### src/rtl/unidade_mult_div_if.sv
// Bus bundle for the multiply/divide unit: start request, operands,
// MTHI/MTLO writes, MFHI/MFLO read-back and status flags.
interface unidade_mult_div_if #(
    parameter int LARGURA = 32
);
    logic               inicio;
    logic [1:0]         operacao;
    logic [LARGURA-1:0] operando_a;
    logic [LARGURA-1:0] operando_b;
    logic               escrita_hi;
    logic               escrita_lo;
    logic [LARGURA-1:0] dado_mt;
    logic               sel_hi;
    logic [LARGURA-1:0] saida_dado;
    logic [LARGURA-1:0] hi;
    logic [LARGURA-1:0] lo;
    logic               ocupado;
    logic               pronto;
    logic               erro_div0;

    modport master (
        output inicio, operacao, operando_a, operando_b,
               escrita_hi, escrita_lo, dado_mt, sel_hi,
        input  saida_dado, hi, lo, ocupado, pronto, erro_div0
    );

    modport slave (
        input  inicio, operacao, operando_a, operando_b,
               escrita_hi, escrita_lo, dado_mt, sel_hi,
        output saida_dado, hi, lo, ocupado, pronto, erro_div0
    );
endinterface

### src/rtl/unidade_mult_div.sv
// Iterative HI/LO multiply/divide unit. Works on operand magnitudes for
// LARGURA cycles (shift-add multiply or restoring divide), applies sign
// correction for one cycle, then pulses pronto. HI/LO only change on MT
// writes while idle, on a finished operation, or on divide-by-zero.
module unidade_mult_div #(
    parameter int LARGURA = 32
) (
    input logic                 clock,
    input logic                 reset,
    unidade_mult_div_if.slave   bus
);
    localparam int CW = (LARGURA > 1) ? $clog2(LARGURA) : 1;
    localparam logic [CW-1:0] ULTIMO = CW'(LARGURA - 1);

    typedef enum logic [1:0] {
        OCIOSO,
        CALCULA,
        AJUSTE,
        CONCLUIDO
    } estado_t;

    estado_t estado, proximo;

    logic [LARGURA-1:0]   hi_r, lo_r;
    logic                 erro_r;
    logic [LARGURA-1:0]   alta, baixa, fator;
    logic [CW-1:0]        contador;
    logic                 divisao, sinal_a, sinal_b;
    logic                 ocupado_i, pronto_i;

    // Operand conditioning for the request currently on the bus
    logic                 com_sinal, ent_sinal_a, ent_sinal_b, div_zero;
    logic [LARGURA-1:0]   mag_a, mag_b;

    // Per-iteration datapath and final sign-corrected results
    logic [LARGURA:0]     soma, desloc, dif;
    logic [LARGURA-1:0]   prox_alta, prox_baixa;
    logic [2*LARGURA-1:0] produto, produto_final;
    logic [LARGURA-1:0]   quociente, resto, hi_final, lo_final;

    // Magnitudes and sign flags of the incoming operands
    always_comb begin
        com_sinal   = ~bus.operacao[0];
        ent_sinal_a = com_sinal & bus.operando_a[LARGURA-1];
        ent_sinal_b = com_sinal & bus.operando_b[LARGURA-1];
        mag_a       = ent_sinal_a ? -bus.operando_a : bus.operando_a;
        mag_b       = ent_sinal_b ? -bus.operando_b : bus.operando_b;
        div_zero    = bus.operacao[1] && (bus.operando_b == '0);
    end

    // One shift-add or restoring-divide step on {alta, baixa}
    always_comb begin
        soma   = {1'b0, alta} + {1'b0, (baixa[0] ? fator : '0)};
        desloc = {alta, baixa[LARGURA-1]};
        dif    = desloc - {1'b0, fator};
        if (divisao) begin
            prox_alta  = dif[LARGURA] ? desloc[LARGURA-1:0] : dif[LARGURA-1:0];
            prox_baixa = {baixa[LARGURA-2:0], ~dif[LARGURA]};
        end else begin
            prox_alta  = soma[LARGURA:1];
            prox_baixa = {soma[0], baixa[LARGURA-1:1]};
        end
    end

    // Sign correction: product/quotient negate on differing signs,
    // remainder follows the dividend sign
    always_comb begin
        produto       = {alta, baixa};
        produto_final = (sinal_a ^ sinal_b) ? -produto : produto;
        quociente     = (sinal_a ^ sinal_b) ? -baixa : baixa;
        resto         = sinal_a ? -alta : alta;
        hi_final      = divisao ? resto : produto_final[2*LARGURA-1:LARGURA];
        lo_final      = divisao ? quociente : produto_final[LARGURA-1:0];
    end

    // State register
    always_ff @(posedge clock) begin
        if (reset) estado <= OCIOSO;
        else       estado <= proximo;
    end

    // Next-state and status outputs
    always_comb begin
        proximo   = estado;
        ocupado_i = 1'b0;
        pronto_i  = 1'b0;
        case (estado)
            OCIOSO: begin
                if (bus.inicio) proximo = div_zero ? CONCLUIDO : CALCULA;
            end
            CALCULA: begin
                ocupado_i = 1'b1;
                if (contador == ULTIMO) proximo = AJUSTE;
            end
            AJUSTE: begin
                ocupado_i = 1'b1;
                proximo   = CONCLUIDO;
            end
            CONCLUIDO: begin
                pronto_i = 1'b1;
                proximo  = OCIOSO;
            end
            default: proximo = OCIOSO;
        endcase
    end

    // HI/LO, error flag and iteration datapath
    always_ff @(posedge clock) begin
        if (reset) begin
            hi_r     <= '0;
            lo_r     <= '0;
            erro_r   <= 1'b0;
            alta     <= '0;
            baixa    <= '0;
            fator    <= '0;
            contador <= '0;
            divisao  <= 1'b0;
            sinal_a  <= 1'b0;
            sinal_b  <= 1'b0;
        end else begin
            case (estado)
                OCIOSO: begin
                    if (bus.escrita_hi) hi_r <= bus.dado_mt;
                    if (bus.escrita_lo) lo_r <= bus.dado_mt;
                    if (bus.inicio) begin
                        // A divide-by-zero result lands on the same edge as
                        // any MT write, so it takes precedence here.
                        if (div_zero) begin
                            erro_r <= 1'b1;
                            hi_r   <= bus.operando_a;
                            lo_r   <= '1;
                        end else begin
                            erro_r   <= 1'b0;
                            divisao  <= bus.operacao[1];
                            sinal_a  <= ent_sinal_a;
                            sinal_b  <= ent_sinal_b;
                            fator    <= mag_b;
                            alta     <= '0;
                            baixa    <= mag_a;
                            contador <= '0;
                        end
                    end
                end
                CALCULA: begin
                    alta     <= prox_alta;
                    baixa    <= prox_baixa;
                    contador <= contador + 1'b1;
                end
                AJUSTE: begin
                    hi_r <= hi_final;
                    lo_r <= lo_final;
                end
                default: ;
            endcase
        end
    end

    assign bus.hi         = hi_r;
    assign bus.lo         = lo_r;
    assign bus.erro_div0  = erro_r;
    assign bus.ocupado    = ocupado_i;
    assign bus.pronto     = pronto_i;
    assign bus.saida_dado = bus.sel_hi ? hi_r : lo_r;
endmodule

### src/flat_wrapper.sv
// flat-port wrapper written by rule: the top's interface ports become plain ports
module unidade_mult_div_flat 
#(
    parameter int LARGURA = 32
)
  (clock, reset, bus_inicio, bus_operacao, bus_operando_a, bus_operando_b, bus_escrita_hi, bus_escrita_lo, bus_dado_mt, bus_sel_hi, bus_saida_dado, bus_hi, bus_lo, bus_ocupado, bus_pronto, bus_erro_div0);
  unidade_mult_div_if #(.LARGURA(LARGURA)) bus_i ();
  input logic clock;
  input logic reset;
  input wire logic [$bits(bus_i.inicio)-1:0] bus_inicio;
  input wire logic [$bits(bus_i.operacao)-1:0] bus_operacao;
  input wire logic [$bits(bus_i.operando_a)-1:0] bus_operando_a;
  input wire logic [$bits(bus_i.operando_b)-1:0] bus_operando_b;
  input wire logic [$bits(bus_i.escrita_hi)-1:0] bus_escrita_hi;
  input wire logic [$bits(bus_i.escrita_lo)-1:0] bus_escrita_lo;
  input wire logic [$bits(bus_i.dado_mt)-1:0] bus_dado_mt;
  input wire logic [$bits(bus_i.sel_hi)-1:0] bus_sel_hi;
  output wire logic [$bits(bus_i.saida_dado)-1:0] bus_saida_dado;
  output wire logic [$bits(bus_i.hi)-1:0] bus_hi;
  output wire logic [$bits(bus_i.lo)-1:0] bus_lo;
  output wire logic [$bits(bus_i.ocupado)-1:0] bus_ocupado;
  output wire logic [$bits(bus_i.pronto)-1:0] bus_pronto;
  output wire logic [$bits(bus_i.erro_div0)-1:0] bus_erro_div0;
  assign bus_i.inicio = bus_inicio;
  assign bus_i.operacao = bus_operacao;
  assign bus_i.operando_a = bus_operando_a;
  assign bus_i.operando_b = bus_operando_b;
  assign bus_i.escrita_hi = bus_escrita_hi;
  assign bus_i.escrita_lo = bus_escrita_lo;
  assign bus_i.dado_mt = bus_dado_mt;
  assign bus_i.sel_hi = bus_sel_hi;
  assign bus_saida_dado = bus_i.saida_dado;
  assign bus_hi = bus_i.hi;
  assign bus_lo = bus_i.lo;
  assign bus_ocupado = bus_i.ocupado;
  assign bus_pronto = bus_i.pronto;
  assign bus_erro_div0 = bus_i.erro_div0;
  unidade_mult_div #(.LARGURA(LARGURA)) u_core (.clock(clock), .reset(reset), .bus(bus_i));
endmodule
### config.mk
export PLATFORM = sky130hd
export DESIGN_NAME = unidade_mult_div_flat
export DESIGN_NICKNAME = d
export VERILOG_FILES = /design/src/rtl/unidade_mult_div_if.sv /design/src/rtl/unidade_mult_div.sv /design/src/flat_wrapper.sv
export SDC_FILE = /design/constraint.sdc
export NUM_CORES = 1
export LEC_CHECK = 0
export CORE_MARGIN = 4
export CORE_UTILIZATION = 60
export DETAILED_ROUTE_END_ITERATION = 10
export GPL_TIMING_DRIVEN = 0
export HOLD_SLACK_MARGIN = 0.03
export PLACE_DENSITY = 0.86
export SLEW_MARGIN = 20
export SYNTH_ARGS = -nofsm -noshare
export SYNTH_HDL_FRONTEND = slang
export SYNTH_SLANG_ARGS = --single-unit
export TNS_END_PERCENT = 5
### constraint.sdc
create_clock -name clock -period 6.7 [get_ports clock]
set_clock_uncertainty 0.2 [all_clocks]
set_input_delay 1.005 -clock clock [delete_from_list [all_inputs] [get_ports clock]]
set_output_delay 1.005 -clock clock [all_outputs]
set_load 0.02 [all_outputs]
==> results.sh, run 1 <==
export IMPL_synth_cell_types=89
export IMPL_cpMaxStageDelayCell="clkdlybuf4s50_1"
export IMPL_cp_start_kind="input port"
export IMPL_synth_ff_type="dfxtp_1"
export IMPL_clockBufferDepth=2
export IMPL_dieArea_um2=27600
export IMPL_relSlewSlack=0.352
export IMPL_cp_buffers_inverters=3
export IMPL_final_area_um2=18000
export IMPL_fin_crit_ns=4.70
export IMPL_worstPathCellList="clkdlybuf4s50_1 > inv_1 > ha_1 > nor3b_1 > nand4b_1 > nor4_4 > o21ai_1 > nand3b_1 > nor2_1 > clkbuf_1 > a22oi_1 > o21ai_0"
export IMPL_routed_wl_um=67500
export IMPL_syn_nets=2181
export IMPL_post_drt_wl_per_cell_um=26.4
export IMPL_antenna_cells=0
export IMPL_syn_to_final_growth_pct=20.2
export IMPL_finalHoldViolCount=0
export IMPL_tightest_slew_ns=0.972
export IMPL_criticalPathCategory="in -> reg"
export IMPL_final_antenna_net_count=0
export IMPL_die_h_um=166
export IMPL_synth_cells=2001
export IMPL_clkSinkCount=171
export IMPL_async_flop_share=0
export IMPL_cp_end_kind="flip-flop"
export IMPL_ys_seq_area_frac=0.228
export IMPL_synth_top_area_frac=0.228
export IMPL_hold_ws_ns=0.265
export IMPL_setup_viol=0
export IMPL_num_vias=17900
export IMPL_dp_hpwl_um=51500
export IMPL_cts_tree="done"
export IMPL_clk_latency_ns=0.47
export IMPL_irDropWorstVdd_uv=238
export IMPL_drtIter0Drc=2859
export IMPL_grt_max_degree=22
export IMPL_pwr_density_cell_nw_per_um2=396
export IMPL_setup_tns_ns=0
export IMPL_place_congestion=1.08
export IMPL_synth_area_leaders="dfxtp_1 23%, ha_1 6.2%, a21oi_1 5.8%, xnor2_1 5.6%, nor2_1 5.5%"
export IMPL_fmax_mhz=213
export IMPL_antenna_found_initial=0
export IMPL_cts_buffers=17
export IMPL_critPathMaxFanout=10
export IMPL_synth_edff_count=0
export IMPL_outcome="completed"
export IMPL_period_share=0.702
export IMPL_track_usage=0.463
export IMPL_die_w_um=166
export IMPL_slowest_delay_ns=0.51
export IMPL_netlist_area_um2=15000
export IMPL_place_area_um2=17400
export IMPL_hold_path_class="reg -> reg"
export IMPL_post_cts_buffers=0
export IMPL_root_buffer="clkbuf_16"
export IMPL_rsz0062_at_grt="no"
export IMPL_nNetsFinal=2399
export IMPL_path_clk_slew_ns=0.08
export IMPL_io_pins=203
export IMPL_cts_resized=0
export IMPL_coreArea_um2=24500
export IMPL_yosysWarnings=0
export IMPL_drive_gt1_frac=0.0605
export IMPL_ctsHoldBuffers=0
export IMPL_crit_arrival_ns=4.82
export IMPL_htreeDepth=4
export IMPL_worstPathRequired_ns=6.82
export IMPL_start_util=0.613
export IMPL_core_rowCount=57
export IMPL_yosysTopAreaCell="dfxtp_1"
export IMPL_grt_pass1_vias=17100
export IMPL_vias_per_cell=7.01
export IMPL_crit_family="simple AND/OR/NAND/NOR gates"
export IMPL_power_w=0.00713
export IMPL_drv_slew=0
export IMPL_syn_area_per_cell_um2=7.50
export IMPL_grt_pass1_wl_um=101000
export IMPL_overflow=0
export IMPL_ys_ff_latch=171
export IMPL_io_buffers=199
export IMPL_p_leak_nw=6.97
export IMPL_remaining_drc_errors=0
export IMPL_dr_pass1_iters=8
export IMPL_maxCapViolCount=0
[cells in the mapped netlist, types with 16 or more instances]
cell type,n
o31ai_1,22
a31oi_1,39
o211ai_1,48
xor2_1,72
nand3_1,33
buf_1,19
nor3_1,39
a211oi_1,52
buf_2,16
nor2_1,220
a21o_1,30
nand2_1,176
a21oi_1,175
mux2i_1,57
dfxtp_1,171
o21ai_0,103
clkbuf_1,92
xnor2_1,96
nand2b_1,17
mux2_2,35
ha_1,74
o22ai_1,61
inv_1,77
[cell families (layout without fill, tap and decap cells)]
family                     count (synthesis)  in the layout  share of synthesized area
buffers and inverters                    212            443                     0.0561
xor gates and xnor gates                 168            168                     0.0981
DFF                                      171            171                      0.228
AOI/OAI and AO/OA                        667            667                      0.293
adders and majority gates                 76             76                     0.0644
muxes                                     92             92                     0.0643
and+or+nand+nor                          615            615                      0.196
[metrics by stage]
step | cells | utilization | worst slack (ns)
4_1_cts | 2556 | 0.737 | 2.14
3_5_place_dp | 2524 | 0.711 | 1.70
5_1_grt | 2556 | 0.737 | 1.84
6_report | 2556 | 0.737 | 2.00
3_3_place_gp | 2524 | 0.711 | 1.76
2_1_floorplan | 2001 | - | 3.23
[routing by layer]
metal / global-route usage / part of all wire
met1: 0.528 / 0.35
met2: 0.735 / 0.43
met3: 0.132 / 0.13
met4: 0.348 / 0.095
met5: 0 / 0
[layout by cell type (no fill, tap or decap), drive strengths merged, types with 8 or more instances in the layout]
master         count
nand4             12
a21o              31
o21ai            107
o31ai             24
o21a              15
nand3             33
nor3              40
a211oi            53
a31oi             39
and3              13
o22ai             61
o221a              8
nand2            177
mux2i             57
inv               84
dfxtp            171
ha                74
a211o             13
xnor2             96
o211ai            48
nand2b            17
clkinv             9
a22oi             14
clkdlybuf4s50    199
o221ai             9
mux2              35
a2111oi            8
nor2b             10
nor2             222
clkbuf           109
or4               16
or3               14
nor4              18
a21oi            176
xor2              72
buf               42
[registers in the layout, indices dropped and copies added (netlist names)]
signal                flops
u_core.bus.hi            32
u_core.fator             32
u_core.sinal_b            1
u_core.sinal_a            1
u_core.divisao            1
u_core.baixa             32
u_core.estado             2
u_core.contador           5
u_core.bus.erro_div0      1
u_core.alta              32
u_core.bus.lo            32
[layout make-up]
cell class / instances / area (um^2)
clock buffers: 17 / 425
fillers: 1905 / 6430
clock inverters: 15 / 206
inverters: 78 / 293
plain buffers: 134 / 549
repair buffers: 199 / 1990
well taps: 324 / 405
multi-input cells: 1618 / 10700
flip-flops and latches: 171 / 3420
[where the power goes]
part | leakage [nW] | total, W | internal [W] | switching (W)
sequential | 1.41 | 0.00177 | 0.00133 | 0.000445
clock | 0.304 | 0.00109 | 0.000519 | 0.000573
combinational | 5.26 | 0.00427 | 0.00163 | 0.00264
[path summary, 6_finish.rpt]
path	start	end	slack, ns	depth (start not counted)
max	bus_operando_b[0]	u_core.alta[22]	2.00	12
max reg2reg	u_core.baixa[0]	u_core.alta[25]	2.26	14
min reg2reg	u_core.bus.erro_div0	u_core.bus.erro_div0	0.26	2
min	u_core.bus.erro_div0	u_core.bus.erro_div0	0.26	2
[worst min-delay path, cell delays in order, from the launching register on]
cell and delay (ns):
dfxtp_1 0.32, nand2_1 0.05, a21oi_1 0.06
Power figures use the tool's default switching activity.
==> run 2: changes to the inputs <==
--- a/config.mk
+++ b/config.mk
@@ -6,11 +6,11 @@
 export NUM_CORES = 1
 export LEC_CHECK = 0
 export CORE_MARGIN = 4
-export CORE_UTILIZATION = 60
+export CORE_UTILIZATION = 51
 export DETAILED_ROUTE_END_ITERATION = 10
 export GPL_TIMING_DRIVEN = 0
 export HOLD_SLACK_MARGIN = 0.03
-export PLACE_DENSITY = 0.86
+export PLACE_DENSITY = 0.78
 export SLEW_MARGIN = 20
 export SYNTH_ARGS = -nofsm -noshare
 export SYNTH_HDL_FRONTEND = slang
==> constraint.sdc (replaced) <==
create_clock -name clock -period 4.1 [get_ports clock]
set_clock_uncertainty 0.2 [all_clocks]
set_input_delay 0.615 -clock clock [delete_from_list [all_inputs] [get_ports clock]]
set_output_delay 0.615 -clock clock [all_outputs]
set_load 0.02 [all_outputs]
==> results.sh, run 2 (synthesis gave the netlist of run 1 again) <==
export IMPL_drtIter0Drc=2110
export IMPL_cp_start_kind="flip-flop"
export IMPL_place_congestion=1.04
export IMPL_holdPathEnd="u_core.bus.erro_div0"
export IMPL_io_pins=203
export IMPL_fmax_mhz=250
export IMPL_fin_crit_ns=4.00
export IMPL_setup_tns_ns=0
export IMPL_slowest_delay_ns=0.46
export IMPL_grt_max_degree=17
export IMPL_worstPathCellList="inv_1 > ha_1 > fa_1 > nand2b_1 > a21o_1 > nand3_1 > a21oi_1 > a31o_2 > buf_2 > o31ai_4 > buf_2 > nor3_1 > a311oi_1 > a31oi_1"
export IMPL_rr_endpoint="u_core.alta[29]"
export IMPL_outcome="completed"
export IMPL_syn_to_final_growth_pct=21.0
export IMPL_coreArea_um2=28900
export IMPL_setup_viol=0
export IMPL_dr_pass1_iters=9
export IMPL_remaining_drc_errors=0
export IMPL_root_buffer="clkbuf_16"
export IMPL_critPathMaxFanout=10
export IMPL_reg2reg_from="u_core.baixa[31]"
export IMPL_cp_common_cell="buf_2"
export IMPL_p_leak_nw=7.00
export IMPL_start_util=0.520
export IMPL_relSlewSlack=0.320
export IMPL_utilization=0.629
export IMPL_min_from="u_core.bus.erro_div0"
export IMPL_clockBufferDepth=2
export IMPL_finalHoldViolCount=0
export IMPL_worstPathRequired_ns=4.22
export IMPL_criticalPathCategory="reg -> reg"
export IMPL_period_share=0.975
export IMPL_place_area_um2=17500
export IMPL_ctsHoldBuffers=0
export IMPL_clkSinkCount=171
export IMPL_htreeDepth=4
export IMPL_drive_gt1_frac=0.0654
export IMPL_io_buffers=199
export IMPL_die_h_um=180
export IMPL_pwr_density_cell_nw_per_um2=640
export IMPL_drv_slew=0
export IMPL_overflow=0
export IMPL_hold_depth=2
export IMPL_irDropWorstVdd_uv=279
export IMPL_clk_latency_ns=0.45
export IMPL_cts_tree="done"
export IMPL_r2r_setup_slack_ns=0.10
export IMPL_track_usage=0.399
export IMPL_cp_end_kind="flip-flop"
export IMPL_nNetsFinal=2401
export IMPL_maxCapViolCount=0
export IMPL_grt_pass1_wl_um=101000
export IMPL_vias_per_cell=6.65
export IMPL_crit_arrival_ns=4.12
export IMPL_final_antenna_net_count=0
export IMPL_grt_pass1_vias=16500
export IMPL_cpMaxStageDelayCell="o31ai_4"
export IMPL_num_vias=17400
export IMPL_cts_buffers=17
export IMPL_rsz0062_at_grt="no"
export IMPL_tightest_slew_ns=1.02
export IMPL_path_clk_slew_ns=0.08
export IMPL_dp_hpwl_um=54600
export IMPL_post_drt_wl_per_cell_um=26.1
export IMPL_antenna_found_initial=2
export IMPL_final_common_cell="nor2_1"
export IMPL_die_w_um=180
export IMPL_rr_worst_depth=14
export IMPL_routed_wl_um=68300
export IMPL_core_rowCount=62
export IMPL_dieArea_um2=32200
export IMPL_layout_common_cells="220 x nor2_1, 199 x clkdlybuf4s50_1, 175 x nand2_1, 175 x a21oi_1, 169 x dfxtp_1"
export IMPL_hold_path_class="reg -> reg"
export IMPL_final_area_um2=18200
[run 2: how the worst max path moves through the flow]
stage / depth (start not counted) / slack (ns) / to / from
floorplan: 14 / 0.83 / u_core.alta[29] / u_core.baixa[31]
global placement: 12 / -0.57 / u_core.alta[10] / bus_operando_b[0]
detailed placement: 12 / -0.61 / u_core.alta[18] / bus_operando_b[0]
CTS: 10 / 0.07 / u_core.bus.hi[4] / bus_operando_b[14]
global route: 14 / 0.01 / u_core.alta[29] / u_core.baixa[31]
finish: 14 / 0.10 / u_core.alta[29] / u_core.baixa[31]
[run 2: metal layers]
metal  part of all wire  wire, um  track usage  up-vias
met5            0.00023        16            0        -
met4              0.080      5450        0.251        2
met3               0.10      7010       0.0810      280
met2               0.44     30200        0.648     1221
met1               0.37     25600        0.484     8109
li1                   -         -            -     7794
[run 2: stage by stage]
| step | hold slack (ns) | worst slack [ns] | total power [W] | cells |
|---|---|---|---|---|
| finish | 0.276 | 0.104 | 0.0116 | 2617 |
| global route | 0.312 | 0.0141 | 0.0121 | 2616 |
| CTS | 0.282 | 0.0670 | 0.0114 | 2615 |
| detailed placement | 0.273 | -0.613 | 0.00960 | 2584 |
| global placement | 0.243 | -0.569 | 0.00951 | 2584 |
| floorplan | 0.236 | 0.829 | 0.00696 | 2001 |
[run 2: area by class of cell]
cell class,count,area [um^2]
multi-input combinational,1618,10800
fill,2669,10700
sequential,171,3430
timing repair buffer,201,2010
buffer,134,556
tap,384,480
clock buffer,18,429
inverter,78,293
clock inverter,12,165
antenna,1,2.50
[run 2: power by group]
part	switching (W)	internal, W	total, W
Sequential	0.000712	0.00217	0.00289
Clock	0.000783	0.000966	0.00175
Combinational	0.00431	0.00267	0.00698
Total	0.00581	0.00581	0.0116
[run 2: worst max-delay path, delay by kind of cell (launching register included)]
kind / cells / cell delay, ns
fa+ha+maj: 2 / 0.61
flops: 1 / 0.43
simple gates: 3 / 0.38
compound gates: 6 / 1.58
buf+inv: 3 / 0.67
[run 2: what timing repair did]
item                       CTS  global route
buffers inserted             1             1
setup endpoints to repair   33            57
resized for setup            3            17
pin swaps                    1             2
==> edit: new RTL, settings of run 2 <==
Encoding of `estado_t`: now one-hot (4 bits for 4 values).
--- a/src/rtl/unidade_mult_div.sv
+++ b/src/rtl/unidade_mult_div.sv
@@ -12,11 +12,11 @@
     localparam int CW = (LARGURA > 1) ? $clog2(LARGURA) : 1;
     localparam logic [CW-1:0] ULTIMO = CW'(LARGURA - 1);
 
-    typedef enum logic [1:0] {
-        OCIOSO,
-        CALCULA,
-        AJUSTE,
-        CONCLUIDO
+    typedef enum logic [3:0] {
+        OCIOSO    = 4'b0001,
+        CALCULA   = 4'b0010,
+        AJUSTE    = 4'b0100,
+        CONCLUIDO = 4'b1000
     } estado_t;
 
     estado_t estado, proximo;
Formal check against the unedited RTL: same outputs for any inputs over 4 cycles, from zero or initial values and one cycle with reset high; so few cycles prove little.
==> edit against run 2 <==
- sequential cell count grew 2
- wire length shrank 2.8%
- count of clock-buffer cells in the layout is 1 higher
- cell area fell by 0.23%
- synthesized area is 0.64% lower
- first-iteration DRC count up 9.7%
- worst setup slack worse by 0.041 ns
- synthesized cell count down 1.3%
- critical path type is now primary input to register
- highest routed layer is now met4
Power is not compared: it rests on default switching activity, and its combinational part moved more than twofold at a synthesized area within 25%.
==> edit: results (changes against run 2) <==
final_layout:
  diodes: 0  # was 1
  buffer_area_share_pct: 14.8  # was 14.1%
  fillers: 2615  # was 2669
  design_area_um2: 18100  # was 18200 µm²
  multi_input_gates: 1614  # was 1618
grt:
  grt_max_degree: 18  # was 17
  antenna_found_initial: 0  # was 2
  grt_pass1_wl_um: 96400  # was 101000 µm
  track_usage_pct: 39.9  # about the same
worst_setup_path:
  critPathLaunch: "bus_operando_b[0]"  # was u_core.baixa[31]$_SDFFE_PP0P_
  critPathArrivalTime_ns: 4.15  # was 4.12 ns
  crit_slowest_cell: "or3_1"  # was o31ai_4
  path_delay_family: "simple AND/OR/NAND/NOR gates"  # was compound AO/OA/AOI/OAI gates
  cp-endpoint: "u_core.bus.hi[25]$_SDFFE_PP0P_"  # was u_core.alta[29]$_SDFFE_PP0P_
  r2r_cells: 15  # was 14
place:
  portBuffers: 201  # was 199
  dpl_cell_area_um2: 17400  # was 17500 µm²
  hpwlAfterDp_um: 52900  # was 54600 µm
  place_congestion: 1.09  # was 1.04
yosys:
  synth_area_um2: 14900  # was 15000 µm²
  synth_seq_cells: 173  # was 171
  syn_nets: 2150  # was 2181
  netlist_top_cells_area: "dfxtp_1 (23%), nor2_1 (6.1%), a21oi_1 (6.0%), ha_1 (5.9%), xnor2_1 (5.2%)"  # was dfxtp_1 (23%), ha_1 (6.2%), a21oi_1 (5.8%), xnor2_1 (5.6%), nor2_1 (5.5%)
  syn_area_per_cell_um2: 7.55  # was 7.50 µm²
  synth-seq-area-share_pct: 23.2  # was 22.8%
  yosysUniqueCellTypes: 93  # was 89
detailed_routing:
  firstDrtPassIters: 7  # was 9
  drtIter0Drc: 2314  # was 2110
timing:
  fin_crit_sh_pct: 98.5  # was 97.5%
clock_network:
  cts_resized: 7  # was 3
run_status:
  status: "finished, final reports clean"  # unchanged
==> edit: routing by layer <==
| layer | wire length, µm | share of wire, % | GRT usage, % | vias up |
|---|---|---|---|---|
| li1 | - | - | - | 7684 |
| met4 | 5760 | 8.7 | 28.9 | 0 |
| met5 | 0 | 0 | 0 | - |
| met3 | 6560 | 9.9 | 6.77 | 250 |
| met1 | 24500 | 37 | 48.0 | 7951 |
| met2 | 29500 | 44 | 64.1 | 1085 |
==> edit: worst reg2reg max path, delay by kind of cell (launching register included) <==
kind / cells / cell delay (ns)
flip-flops: 1 / 0.37
AND/OR/NAND/NOR: 2 / 0.32
adder cells (fa/ha/maj): 2 / 0.70
multiplexers: 1 / 0.27
buffers and inverters: 4 / 0.59
AO/OA/AOI/OAI: 6 / 1.52
==> edit: logic make-up after synthesis <==
logic type               synth area share (%)
AND/OR/NAND/NOR                          21.5
XOR/XNOR                                 10.1
AO/OA/AOI/OAI                            27.2
flip-flops                               23.2
adder cells (fa/ha/maj)                  6.14
buffers and inverters                    5.67
multiplexers                             6.13
